===== src/rtl/goldschmidt_pkg.sv =====
// Shared definitions for the sequential Goldschmidt mini-float divider.
// Format: [7] sign, [6:3] exponent (bias 7), [2:0] mantissa with hidden 1.
package goldschmidt_pkg;
  localparam int SIGN    = 7;
  localparam int EXP_HI  = 6;
  localparam int EXP_LO  = 3;
  localparam int MANT_HI = 2;

  localparam logic [3:0] EXP_BIAS = 4'd7;
  localparam logic [7:0] ONE_F    = 8'h38;
  localparam logic [7:0] ZERO_F   = 8'h00;

  typedef enum logic [1:0] {
    IDLE = 2'd0,
    SEED = 2'd1,
    ITER = 2'd2,
    DONE = 2'd3
  } gs_state_t;
endpackage


===== src/rtl/goldschmidt_seed_rom.sv =====
// Reciprocal exponent seed: maps a divisor exponent e to 14 - e, so that
// divisor * seed lands in [1, 2) before the first iteration. e == 15 has no
// representable reciprocal and clamps to 0.
// Ports:
//   i_exp      divisor exponent field
//   o_seed_exp seed exponent for the initial factor xi
module goldschmidt_seed_rom (
  input  logic [3:0] i_exp,
  output logic [3:0] o_seed_exp
);
  always_comb begin
    o_seed_exp = 4'd0;
    if (i_exp != 4'b1111) o_seed_exp = 4'd14 - i_exp;
  end
endmodule


===== src/rtl/goldschmidt_seq_ctrl.sv =====
// Sequential Goldschmidt division controller. Drives one external
// combinational stage (div_a/div_b/div_xi -> div_c/div_d/div_xinew) once per
// cycle until convergence or the iteration cap, with zero fast paths.
// Ports:
//   clk, rst_n        clock, async active-low reset
//   start, a_in, b_in request and mini-float operands (taken in IDLE only)
//   busy, done        operation in flight / one-cycle completion pulse
//   q_out             quotient, held until the next accepted start
//   err_div0          divisor was zero
//   not_conv          cap reached without convergence
//   iter_count        iterations performed
//   div_a/b/xi        registered stage inputs
//   div_c/d/xinew     stage outputs
module goldschmidt_seq_ctrl
  import goldschmidt_pkg::*;
#(
  parameter int unsigned     MAX_ITER = 3,
  parameter logic [2:0]      TOL_MANT = 3'b100,
  parameter int unsigned     ITER_W   = 3
) (
  input  logic              clk,
  input  logic              rst_n,
  input  logic              start,
  input  logic [7:0]        a_in,
  input  logic [7:0]        b_in,
  output logic              busy,
  output logic              done,
  output logic [7:0]        q_out,
  output logic              err_div0,
  output logic              not_conv,
  output logic [ITER_W-1:0] iter_count,
  output logic [7:0]        div_a,
  output logic [7:0]        div_b,
  output logic [7:0]        div_xi,
  input  logic [7:0]        div_c,
  input  logic [7:0]        div_d,
  input  logic [7:0]        div_xinew
);
  localparam logic [ITER_W:0] MAX_ITER_C = MAX_ITER[ITER_W:0];

  gs_state_t         r_state;
  logic [7:0]        r_a, r_b, r_xi, r_q;
  logic              r_busy, r_done, r_div0, r_nc;
  logic [ITER_W-1:0] r_iter;

  logic [3:0]        w_seed_exp;
  logic              w_conv, w_cap;
  logic [ITER_W-1:0] w_iter_nxt;

  goldschmidt_seed_rom u_seed (
    .i_exp      (r_b[EXP_HI:EXP_LO]),
    .o_seed_exp (w_seed_exp)
  );

  // Converged when C reached 1.0, or sits just below 1.0 (exponent 6) with a
  // mantissa at or above the tolerance; a collapsed factor also stops the loop.
  assign w_conv = (div_c == ONE_F) ||
                  (!div_c[SIGN] && (div_c[EXP_HI:EXP_LO] == 4'b0110) &&
                   (div_c[MANT_HI:0] >= TOL_MANT)) ||
                  (div_xinew == ZERO_F);
  assign w_iter_nxt = r_iter + 1'b1;
  // Widened by one bit so that the cap compare cannot wrap.
  assign w_cap = (({1'b0, r_iter} + 1'b1) == MAX_ITER_C);

  always_ff @(posedge clk or negedge rst_n) begin
    if (!rst_n) begin
      r_state <= IDLE;
      r_a     <= ZERO_F;
      r_b     <= ZERO_F;
      r_xi    <= ZERO_F;
      r_q     <= ZERO_F;
      r_busy  <= 1'b0;
      r_done  <= 1'b0;
      r_div0  <= 1'b0;
      r_nc    <= 1'b0;
      r_iter  <= '0;
    end else begin
      case (r_state)
        IDLE: begin
          r_done <= 1'b0;
          if (start) begin
            r_a    <= a_in;
            r_b    <= b_in;
            r_q    <= ZERO_F;
            r_div0 <= 1'b0;
            r_nc   <= 1'b0;
            r_iter <= '0;
            r_busy <= 1'b1;
            if (b_in[EXP_HI:0] == 7'd0) begin
              r_div0  <= 1'b1;
              r_done  <= 1'b1;
              r_state <= DONE;
            end else if (a_in[EXP_HI:0] == 7'd0) begin
              r_done  <= 1'b1;
              r_state <= DONE;
            end else begin
              r_state <= SEED;
            end
          end
        end
        SEED: begin
          r_xi    <= {1'b0, w_seed_exp, 3'b000};
          r_state <= ITER;
        end
        ITER: begin
          r_xi   <= div_xinew;
          r_q    <= div_d;
          r_iter <= w_iter_nxt;
          if (w_conv) begin
            r_done  <= 1'b1;
            r_state <= DONE;
          end else if (w_cap) begin
            r_nc    <= 1'b1;
            r_done  <= 1'b1;
            r_state <= DONE;
          end
        end
        DONE: begin
          r_done  <= 1'b0;
          r_busy  <= 1'b0;
          r_state <= IDLE;
        end
        default: r_state <= IDLE;
      endcase
    end
  end

  assign busy       = r_busy;
  assign done       = r_done;
  assign q_out      = r_q;
  assign err_div0   = r_div0;
  assign not_conv   = r_nc;
  assign iter_count = r_iter;
  assign div_a      = r_a;
  assign div_b      = r_b;
  assign div_xi     = r_xi;
endmodule

===== config.mk =====
export PLATFORM = sky130hd
export DESIGN_NAME = goldschmidt_seq_ctrl
export DESIGN_NICKNAME = d
export VERILOG_FILES = /design/src/rtl/goldschmidt_pkg.sv /design/src/rtl/goldschmidt_seed_rom.sv /design/src/rtl/goldschmidt_seq_ctrl.sv
export SDC_FILE = /design/constraint.sdc
export NUM_CORES = 1
export LEC_CHECK = 0
export BUFFER_PORTS_ARGS = -buffer_cell sky130_fd_sc_hd__buf_4
export CORE_MARGIN = 2
export CORE_UTILIZATION = 30
export DETAILED_ROUTE_END_ITERATION = 7
export HOLD_SLACK_MARGIN = 0.05
export SETUP_SLACK_MARGIN = 0.05
export SLEW_MARGIN = 5
export SYNTH_ARGS = -nofsm -noshare
export SYNTH_HDL_FRONTEND = slang
export SYNTH_HIERARCHICAL = 1
export SYNTH_SLANG_ARGS = --single-unit

===== constraint.sdc =====
create_clock -name clk -period 4.4 [get_ports clk]
set_clock_uncertainty 0.05 [all_clocks]
set_input_delay 0.22 -clock clk [delete_from_list [all_inputs] [get_ports clk]]
set_output_delay 0.22 -clock clk [all_outputs]
set_load 0.1 [all_outputs]

==> impl_metrics.ini, run 1 <==
[synth]
synth_sequential_area_ratio_pct = 52.36
postSynthNetCount = 223
yosys.area.top_type = dfrtp_1
synth.cell_area_um2 = 1959
synth.most_common_cell = dfrtp_1
synth.lib_cells_used.distinct = 37
yosys-mux-area-fraction_pct = 11.81
post_synth.cell_area_avg_um2 = 11.26
main_synth_ff_type = dfrtp_1
post_synth_fa_ha_maj_area_fraction_pct = 3.831
synth_compound_area_share_pct = 16.28
synth_xor_xnor_area_share_pct = 0
synthSimpleGateAreaFrac_pct = 11.62
fraction_of_synthesized_cell_area_taken_by_the_top_area_cell_type_pct = 52.36
async_flop_share_pct = 100.0
largest_family_of_logic_cells_by_synthesized_area = compound AO/OA/AOI/OAI gates
yosysWarningCount = 6
synthTopCellsByArea = dfrtp_1, mux2_2, ha_1
syn-instance-count = 174
ys_seq_elements = 41
synth_top_cells_by_count = dfrtp_1, mux2_2, inv_1, nand2_1
synth_edf_count = 0

[place]
buffer_ports.inserted = 81
place_congestion = 0.8130
post-dp-hpwl_mm = 3.478
detailed_place.area_um2 = 2636
pre_cts_ws_ns = 2.350

[clock_network]
clock_latency_ns = 0.29
clockBufferDepth = 2
cts.reportedPaths.clkPinSlew_ns = 0.08
tritoncts_clock_tree = done
clockRootBuffer = clkbuf_8
cts_num_sinks = 41
cts_made_buffers = 5
htree_levels = 2
postCtsResizedCells = 0

[route]
detail-route-antenna-nets = 0
num_vias = 1619
dr.pass1.iters = 4
routed_via_density = 4.833
totalWireLength_mm = 4.656
drt_iter0_markers = 70
drcViolationCount = 0
wl_per_cell_um = 13.90

[run_status]
status = finished, final reports clean

[global_route]
global_route.usage.met3_pct = 3.502
initial_antenna_violation_count = 0
overflow = 0
grt_first_pass_wirelength_mm = 7.748
grt_use_met1_pct = 16.32
grt_start_max_net_pins = 42
groute.usage.overall_pct = 13.15
globalRouteMet2Util_pct = 22.55
vias_in_the_first_global_route = 1647
top_usage_layer = met2

[sta]
timing.max_slew.rel_slack_pct = 51.87
fin_crit_ns = 2.038
layout_setup_ws_ns = 2.362
fmaxAchievable_mhz = 490.7
finalHoldViolations = 0
tightestPinTransition_ns = 0.7171
post-route-period-util_pct = 46.32
report.final.slew_viol_count = 0
setup_violations = 0
setup-tns-final_ns = 0
grt_setup_unrepaired = no

[critical_path]
cpLargestDelayFamily = compound AO/OA/AOI/OAI gates
timing.critical_path.slowest_stage_cell = ha_1
critical_path_buf_inv_count = 1
critical_path.cell_chain = inv_1, ha_1, o21ai_1, a22o_1
worst_setup_path_start_kind = register
crit_path_end_kind = register
cp_data_arrival_time_ns = 2.16
worst_r2r_path_depth = 4
timing.critical_path.fanout_max = 17
critical-path-max-stage-delay_ns = 0.59
crit_required_ns = 4.53
worstSetupPathDepth = 4
crit_type = register to register

[floorplanning]
die_w_um = 84.82
placeableCoreArea_um2 = 6350
floorplan.rows = 29
design.portCount = 82
die_height_um = 84.82
initial_utilization_pct = 30.86
floorplan.die_area_um2 = 7194

[finish]
finalInstanceArea_um2 = 2748
ratio_of_cells_with_drive_above_1_in_the_final_layout_pct = 43.02
diodes = 0
final_util_pct = 43.27
fillers = 626
number_of_nets_in_the_finished_design = 306
synthToLayoutAreaGrowth_pct = 40.23

[worst_hold_path]
classification_of_the_worst_slack_hold_path = input port to register
hold_path_depth = 2

[job]
cap_violations = 0
[layout make-up]
| type | instances | area [um^2] | share of cell area [%] |
|---|---|---|---|
| Clock inverter | 1 | 5.005 | 0.1821 |
| Tap cell | 77 | 96.34 | 3.506 |
| Inverter | 14 | 52.55 | 1.913 |
| Sequential cell | 41 | 1026 | 37.34 |
| Clock buffer | 7 | 96.34 | 3.506 |
| Timing Repair Buffer | 82 | 618.1 | 22.50 |
| Multi-Input combinational cell | 113 | 853.3 | 31.06 |
[per-layer routing]
layer / part of all wire [%] / wire, um / vias to the layer above
li1: - / - / 791
met1: 43 / 1988 / 778
met2: 50 / 2331 / 44
met3: 5.9 / 277 / 6
met4: 1.3 / 59 / 0
met5: 0 / 0 / -
[worst reg2reg max path, delay by kind of cell (launching register included)]
family,cells,cell delay (ns)
AO/OA/AOI/OAI,2,0.75
adder cells (fa/ha/maj),1,0.59
flip-flops,1,0.42
buffers and inverters,1,0.11
[sequential cells by signal, indices dropped and copies added (netlist names)]
register	cells
div_a	8
div_b	8
div_xi	8
q_out	8
iter_count	3
r_state	2
busy	1
done	1
err_div0	1
not_conv	1
[worst paths after layout]
kind	from	end	slack [ns]
min in group asynchronous	rst_n	div_xi[5]$_DFFE_PN0P_	0.40
worst min-delay path	div_d[1]	q_out[1]$_DFFE_PN0P_	0.09
worst min register to register	err_div0$_DFFE_PN0P_	err_div0$_DFFE_PN0P_	0.46
max in group asynchronous	rst_n	q_out[0]$_DFFE_PN0P_	3.53
worst max register to register	r_state[0]$_DFFE_PN0P_	q_out[0]$_DFFE_PN0P_	2.36
worst max-delay path	r_state[0]$_DFFE_PN0P_	q_out[0]$_DFFE_PN0P_	2.36
[through the flow]
step                      hold WS, ns  instances
after detailed placement       0.1939        326
after global placement         0.1954        326
after global routing          0.08205        335
final                         0.09468        335
after floorplan               -0.1256        174
after CTS                     0.08076        335
[cell families (layout without fill, tap and decap cells)]
group / Yosys count / in the layout
AND/OR/NAND/NOR: 44 / 44
AO/OA/AOI/OAI: 42 / 42
flip-flops: 41 / 41
multiplexers: 21 / 21
buffers and inverters: 20 / 104
adder cells (fa/ha/maj): 6 / 6
[cells in the final DEF, fill, tap and decap left out, drive strengths merged]
master,instances
a31oi,6
a22o,8
o21ai,11
a21oi,7
nand4b,1
nand2,13
a221o,1
nor3,2
o211ai,1
and2,3
dfrtp,41
o2111ai,1
a211o,1
a21o,1
ha,6
inv,14
o22a,1
clkinv,1
mux2,17
nor4,4
nor4b,1
nor2,9
o311a,1
o311ai,1
mux2i,4
or3b,1
nand2b,1
clkbuf,7
buf,81
a41oi,1
nand3,7
dlygate4sd3,1
nor2b,2
o2111a,1
[repair_timing]
action | CTS | global route
hold buffers | 1 | 0
setup buffers | 0 | 0
hold endpoints to repair | 41 | 0
Power of run 1 is left out: the tool's default activity adds up to more than one toggle a clock period on the data nets, which glitch-free logic cannot reach.
==> inputs of run 2 (changes only) <==
==> constraint.sdc (replaced) <==
create_clock -name clk -period 2.1 [get_ports clk]
set_clock_uncertainty 0.05 [all_clocks]
set_input_delay 0.105 -clock clk [delete_from_list [all_inputs] [get_ports clk]]
set_output_delay 0.105 -clock clk [all_outputs]
set_load 0.1 [all_outputs]
==> run 2 against run 1 <==
Maximum frequency increased by 6.0%; cell count increased by 9.3%; utilization increased by 4.7 points; register-to-register slack got worse by 2.2 ns; die area unchanged; design area increased by 11%; first-iteration DRC count decreased by 20%; critical path type unchanged; critical endpoint is now r_state[1]$_DFFE_PN0P_.
==> impl_metrics.ini, run 2 (same netlist as run 1, synthesis figures left out) <==
[run_status]
status = finished, final reports clean

[floorplanning]
die_height_um = 84.82
floorplan.rows = 29
floorplan.die_area_um2 = 7194
die_w_um = 84.82
design.portCount = 82
initial_utilization_pct = 30.86
placeableCoreArea_um2 = 6350

[place]
buffer_ports.inserted = 81
place_congestion = 0.7911
pre_cts_ws_ns = 0.1880
post-dp-hpwl_mm = 3.430

[finish]
layout.cells.most_common = buf_4
ratio_of_cells_with_drive_above_1_in_the_final_layout_pct = 41.18
layout.cells.most_common_list = buf_4, dfrtp_1, dlygate4sd3_1
fillers = 586
diodes = 0
number_of_nets_in_the_finished_design = 337
synthToLayoutAreaGrowth_pct = 55.62

[clock_network]
clockBufferDepth = 2
cts_setup_buffers = 0
clockRootBuffer = clkbuf_8
clock_latency_ns = 0.29
cts_num_sinks = 41
cts.reportedPaths.clkPinSlew_ns = 0.08
cts_made_buffers = 5
tritoncts_clock_tree = done
htree_levels = 2

[sta]
report.final.slew_viol_count = 0
fmaxAchievable_mhz = 520.2
tightestPinTransition_ns = 0.5266
setup-tns-final_ns = 0
setup_violations = 0
timing.max_slew.rel_slack_pct = 64.76
grt_setup_unrepaired = no
hold_slack_final_ns = 0.07428
layout_setup_ws_ns = 0.1778
finalHoldViolations = 0
post-route-period-util_pct = 91.54
fin_crit_ns = 1.922

[critical_path]
r2r_end = r_state[1]$_DFFE_PN0P_
critical_path.cell_chain = ha_2, or3b_4, o311a_4, a31oi_4, mux2_1
crit_path_end_kind = register
critical_path_buf_inv_count = 0
cpLargestDelayFamily = flip-flops
worst_r2r_path_depth = 5
crit_type = register to register
rrSetupSlack_ns = 0.18
critical-path-max-stage-delay_ns = 0.50
crit_required_ns = 2.23
worst_setup_path_start_kind = register
cp_data_arrival_time_ns = 2.05
timing.rr.start = iter_count[0]$_DFFE_PN0P_
timing.critical_path.fanout_max = 6
timing.critical_path.slowest_stage_cell = dfrtp_4

[worst_hold_path]
hold_path_depth = 3
classification_of_the_worst_slack_hold_path = input port to register
holdCritStartpoint = div_xinew[4]
timing.hold.worst_endpoint = div_xi[4]$_DFFE_PN0P_

[route]
dr.pass1.iters = 4
routed_via_density = 4.719
drt_iter0_markers = 56
num_vias = 1727
detail-route-antenna-nets = 0
totalWireLength_mm = 4.938
wl_per_cell_um = 13.49
drcViolationCount = 0

[global_route]
overflow = 0
grt_first_pass_wirelength_mm = 8.079
grt_start_max_net_pins = 42
groute.usage.overall_pct = 14.06
initial_antenna_violation_count = 0
vias_in_the_first_global_route = 1787

[job]
cap_violations = 0
[run 2: changes by cell type in the layout (fill, tap and decap cells not counted), moves of 2 or more]
cell           change
dlygate4sd3_1     +28
clkbuf_8           -2
buf_4              +3
dfrtp_1            -3
dfrtp_4            +2
[run 2: metal layers]
layer	GRT usage, %	vias up	wire length (um)
li1	-	852	-
met1	17.07	818	2037
met2	24.12	47	2573
met3	3.696	10	244
met4	5.051	0	83
met5	0	-	0
[run 2: worst min-delay path, stage by stage]
cell	delay, ns
buf_4	0.09
mux2i_1	0.06
a21oi_1	0.13
[run 2: cell type report]
| cell class | count | area [um^2] | area share, % |
|---|---|---|---|
| multi-input combinational | 113 | 858.3 | 28.15 |
| tap | 77 | 96.34 | 3.160 |
| sequential | 41 | 1035 | 33.94 |
| timing repair buffer | 113 | 920.9 | 30.20 |
| inverter | 14 | 52.55 | 1.723 |
| clock buffer | 5 | 68.82 | 2.257 |
| clock inverter | 3 | 17.52 | 0.5745 |
[run 2: worst max path at each step]
stage / slack (ns) / end / cells past startpoint / start
4_1_cts: 0.17 / r_state[1]$_DFFE_PN0P_ / 5 / iter_count[0]$_DFFE_PN0P_
6_report: 0.18 / r_state[1]$_DFFE_PN0P_ / 5 / iter_count[0]$_DFFE_PN0P_
5_1_grt: 0.11 / r_state[1]$_DFFE_PN0P_ / 5 / iter_count[0]$_DFFE_PN0P_
3_5_place_dp: 0.19 / r_state[1]$_DFFE_PN0P_ / 5 / iter_count[0]$_DFFE_PN0P_
2_1_floorplan: 0.05 / r_state[1]$_DFFE_PN0P_ / 5 / iter_count[0]$_DFFE_PN0P_
3_3_place_gp: 0.20 / r_state[1]$_DFFE_PN0P_ / 5 / iter_count[0]$_DFFE_PN0P_
[run 2: through the flow]
stage               instances  util [%]  cell area [um^2]
floorplan                 174         -              1971
global placement          329     42.05              2670
detailed placement        329     42.05              2670
CTS                       366     47.98              3047
global route              366     48.02              3049
finish                    366     48.02              3049
[run 2: what timing repair did]
action | 4_1_cts | 5_1_grt
setup endpoints to repair | 0 | 8
resized for setup | 0 | 1
hold endpoints to repair | 69 | 0
hold buffers | 29 | 0
Power of run 2 is left out for the same reason.
==> inputs of run 3 (changes only) <==
--- a/config.mk
+++ b/config.mk
@@ -5,10 +5,9 @@
 export SDC_FILE = /design/constraint.sdc
 export NUM_CORES = 1
 export LEC_CHECK = 0
-export BUFFER_PORTS_ARGS = -buffer_cell sky130_fd_sc_hd__buf_4
-export CORE_MARGIN = 2
 export CORE_UTILIZATION = 30
 export DETAILED_ROUTE_END_ITERATION = 7
+export DONT_BUFFER_PORTS = 1
 export HOLD_SLACK_MARGIN = 0.05
 export SETUP_SLACK_MARGIN = 0.05
 export SLEW_MARGIN = 5
==> run 3 against run 2 <==
Cell count fell by 10%; largest cell class unchanged; die area decreased by 4.7%; count of clock-buffer cells in the layout grew 1; sequential cell count did not move; sequential share of layout area is 2.8 points higher; routed wire length fell by 7.8%; register-to-register slack worse by 0.03 ns; design area is 7.6% lower; worst setup slack worse by 0.025 ns.
==> impl_metrics.ini, run 3 (same netlist as run 1, synthesis figures left out) <==
[route]
drt_iter0_markers = 87
dr.pass1.iters = 4
totalWireLength_mm = 4.555
routed_via_density = 4.851
detail-route-antenna-nets = 0
wl_per_cell_um = 13.84
num_vias = 1596
drcViolationCount = 0

[global_route]
grt_start_max_net_pins = 42
vias_in_the_first_global_route = 1635
initial_antenna_violation_count = 0
grt_first_pass_wirelength_mm = 7.700
groute.usage.overall_pct = 13.81
overflow = 0

[run_status]
status = finished, final reports clean

[sta]
setup-tns-final_ns = 0
timing.max_slew.rel_slack_pct = 52.37
post-route-period-util_pct = 92.73
fin_crit_ns = 1.947
finalHoldViolations = 0
fmaxAchievable_mhz = 513.5
setup_violations = 0
tightestPinTransition_ns = 0.7097
report.final.slew_viol_count = 0
grt_setup_unrepaired = no

[critical_path]
worst_setup_path_start_kind = register
crit_path_end_kind = register
crit_type = register to register
cp_data_arrival_time_ns = 2.07
crit_required_ns = 2.23
timing.critical_path.fanout_max = 6

[clock_network]
htree_levels = 2
clock_latency_ns = 0.29
tritoncts_clock_tree = done
cts_num_sinks = 41
cts.reportedPaths.clkPinSlew_ns = 0.09
clockBufferDepth = 2
cts_made_buffers = 5
clockRootBuffer = clkbuf_8

[floorplanning]
initial_utilization_pct = 31.03
floorplan.die_area_um2 = 6858
die_height_um = 82.82
placeableCoreArea_um2 = 6314
design.portCount = 82
die_w_um = 82.82
floorplan.rows = 29

[place]
buffer_ports.inserted = 0
place_congestion = 0.7699
post-dp-hpwl_mm = 3.176
detailed_place.area_um2 = 2347
dp_cells = 286

[finish]
finalInstanceArea_um2 = 2818
number_of_nets_in_the_finished_design = 300
synthToLayoutAreaGrowth_pct = 43.81
layout.cells.most_common_list = buf_4, dfrtp_1, dlygate4sd3_1
layout.cells.most_common = buf_4
diodes = 0
final_cells = 329
ratio_of_cells_with_drive_above_1_in_the_final_layout_pct = 30.16

[worst_hold_path]
classification_of_the_worst_slack_hold_path = input port to register

[job]
cap_violations = 0
run 3: layer usage:
metal / global-route usage (%) / routed length (um) / up-vias
li1: - / - / 775
met1: 17.30 / 1965 / 769
met2: 23.40 / 2292 / 48
met3: 3.479 / 265 / 4
met4: 4.232 / 31 / 0
met5: 0 / 0 / -
run 3: worst paths after layout:
kind | start | to | slack, ns | cells past startpoint
worst min register to register | busy$_DFFE_PN0P_ | busy$_DFFE_PN0P_ | 0.44 | 2
worst max-delay path | iter_count[0]$_DFFE_PN0P_ | r_state[1]$_DFFE_PN0P_ | 0.15 | 5
min in group asynchronous | rst_n | q_out[7]$_DFFE_PN0P_ | 0.21 | 2
worst max register to register | iter_count[0]$_DFFE_PN0P_ | r_state[1]$_DFFE_PN0P_ | 0.15 | 5
max in group asynchronous | rst_n | iter_count[0]$_DFFE_PN0P_ | 1.56 | 2
worst min-delay path | b_in[6] | err_div0$_DFFE_PN0P_ | 0.05 | 3
run 3: through the flow:
step           util [%]  setup WS [ns]  hold slack [ns]
4_1_cts           44.59         0.1415          0.05234
6_report          44.63         0.1527          0.05486
2_1_floorplan         -        0.05064          -0.2406
3_3_place_gp      37.18         0.2002          -0.2397
3_5_place_dp      37.18         0.1618          -0.2400
5_1_grt           44.63        0.08478          0.06059
run 3: final cells by class:
cell class / count / area, um^2
multi-input cells: 113 / 858.3
fillers: 639 / 3496
flip-flops and latches: 41 / 1035
clock buffers: 6 / 72.57
repair buffers: 76 / 668.1
clock inverters: 2 / 35.03
inverters: 14 / 52.55
well taps: 77 / 96.34
run 3: repair_timing:
action                     4_1_cts  5_1_grt
hold buffers                    35        0
hold endpoints to repair        76        0
gates resized for setup          0        1
setup buffers                    0        0
setup endpoints to repair        0        8
run 3: worst max-delay path: stages, from the launching register on:
cell and delay [ns]:
dfrtp_4 0.51, ha_2 0.22, or3b_4 0.40, o311a_4 0.15
a31oi_4 0.16, mux2_1 0.33
Power of run 3 is left out for the same reason.
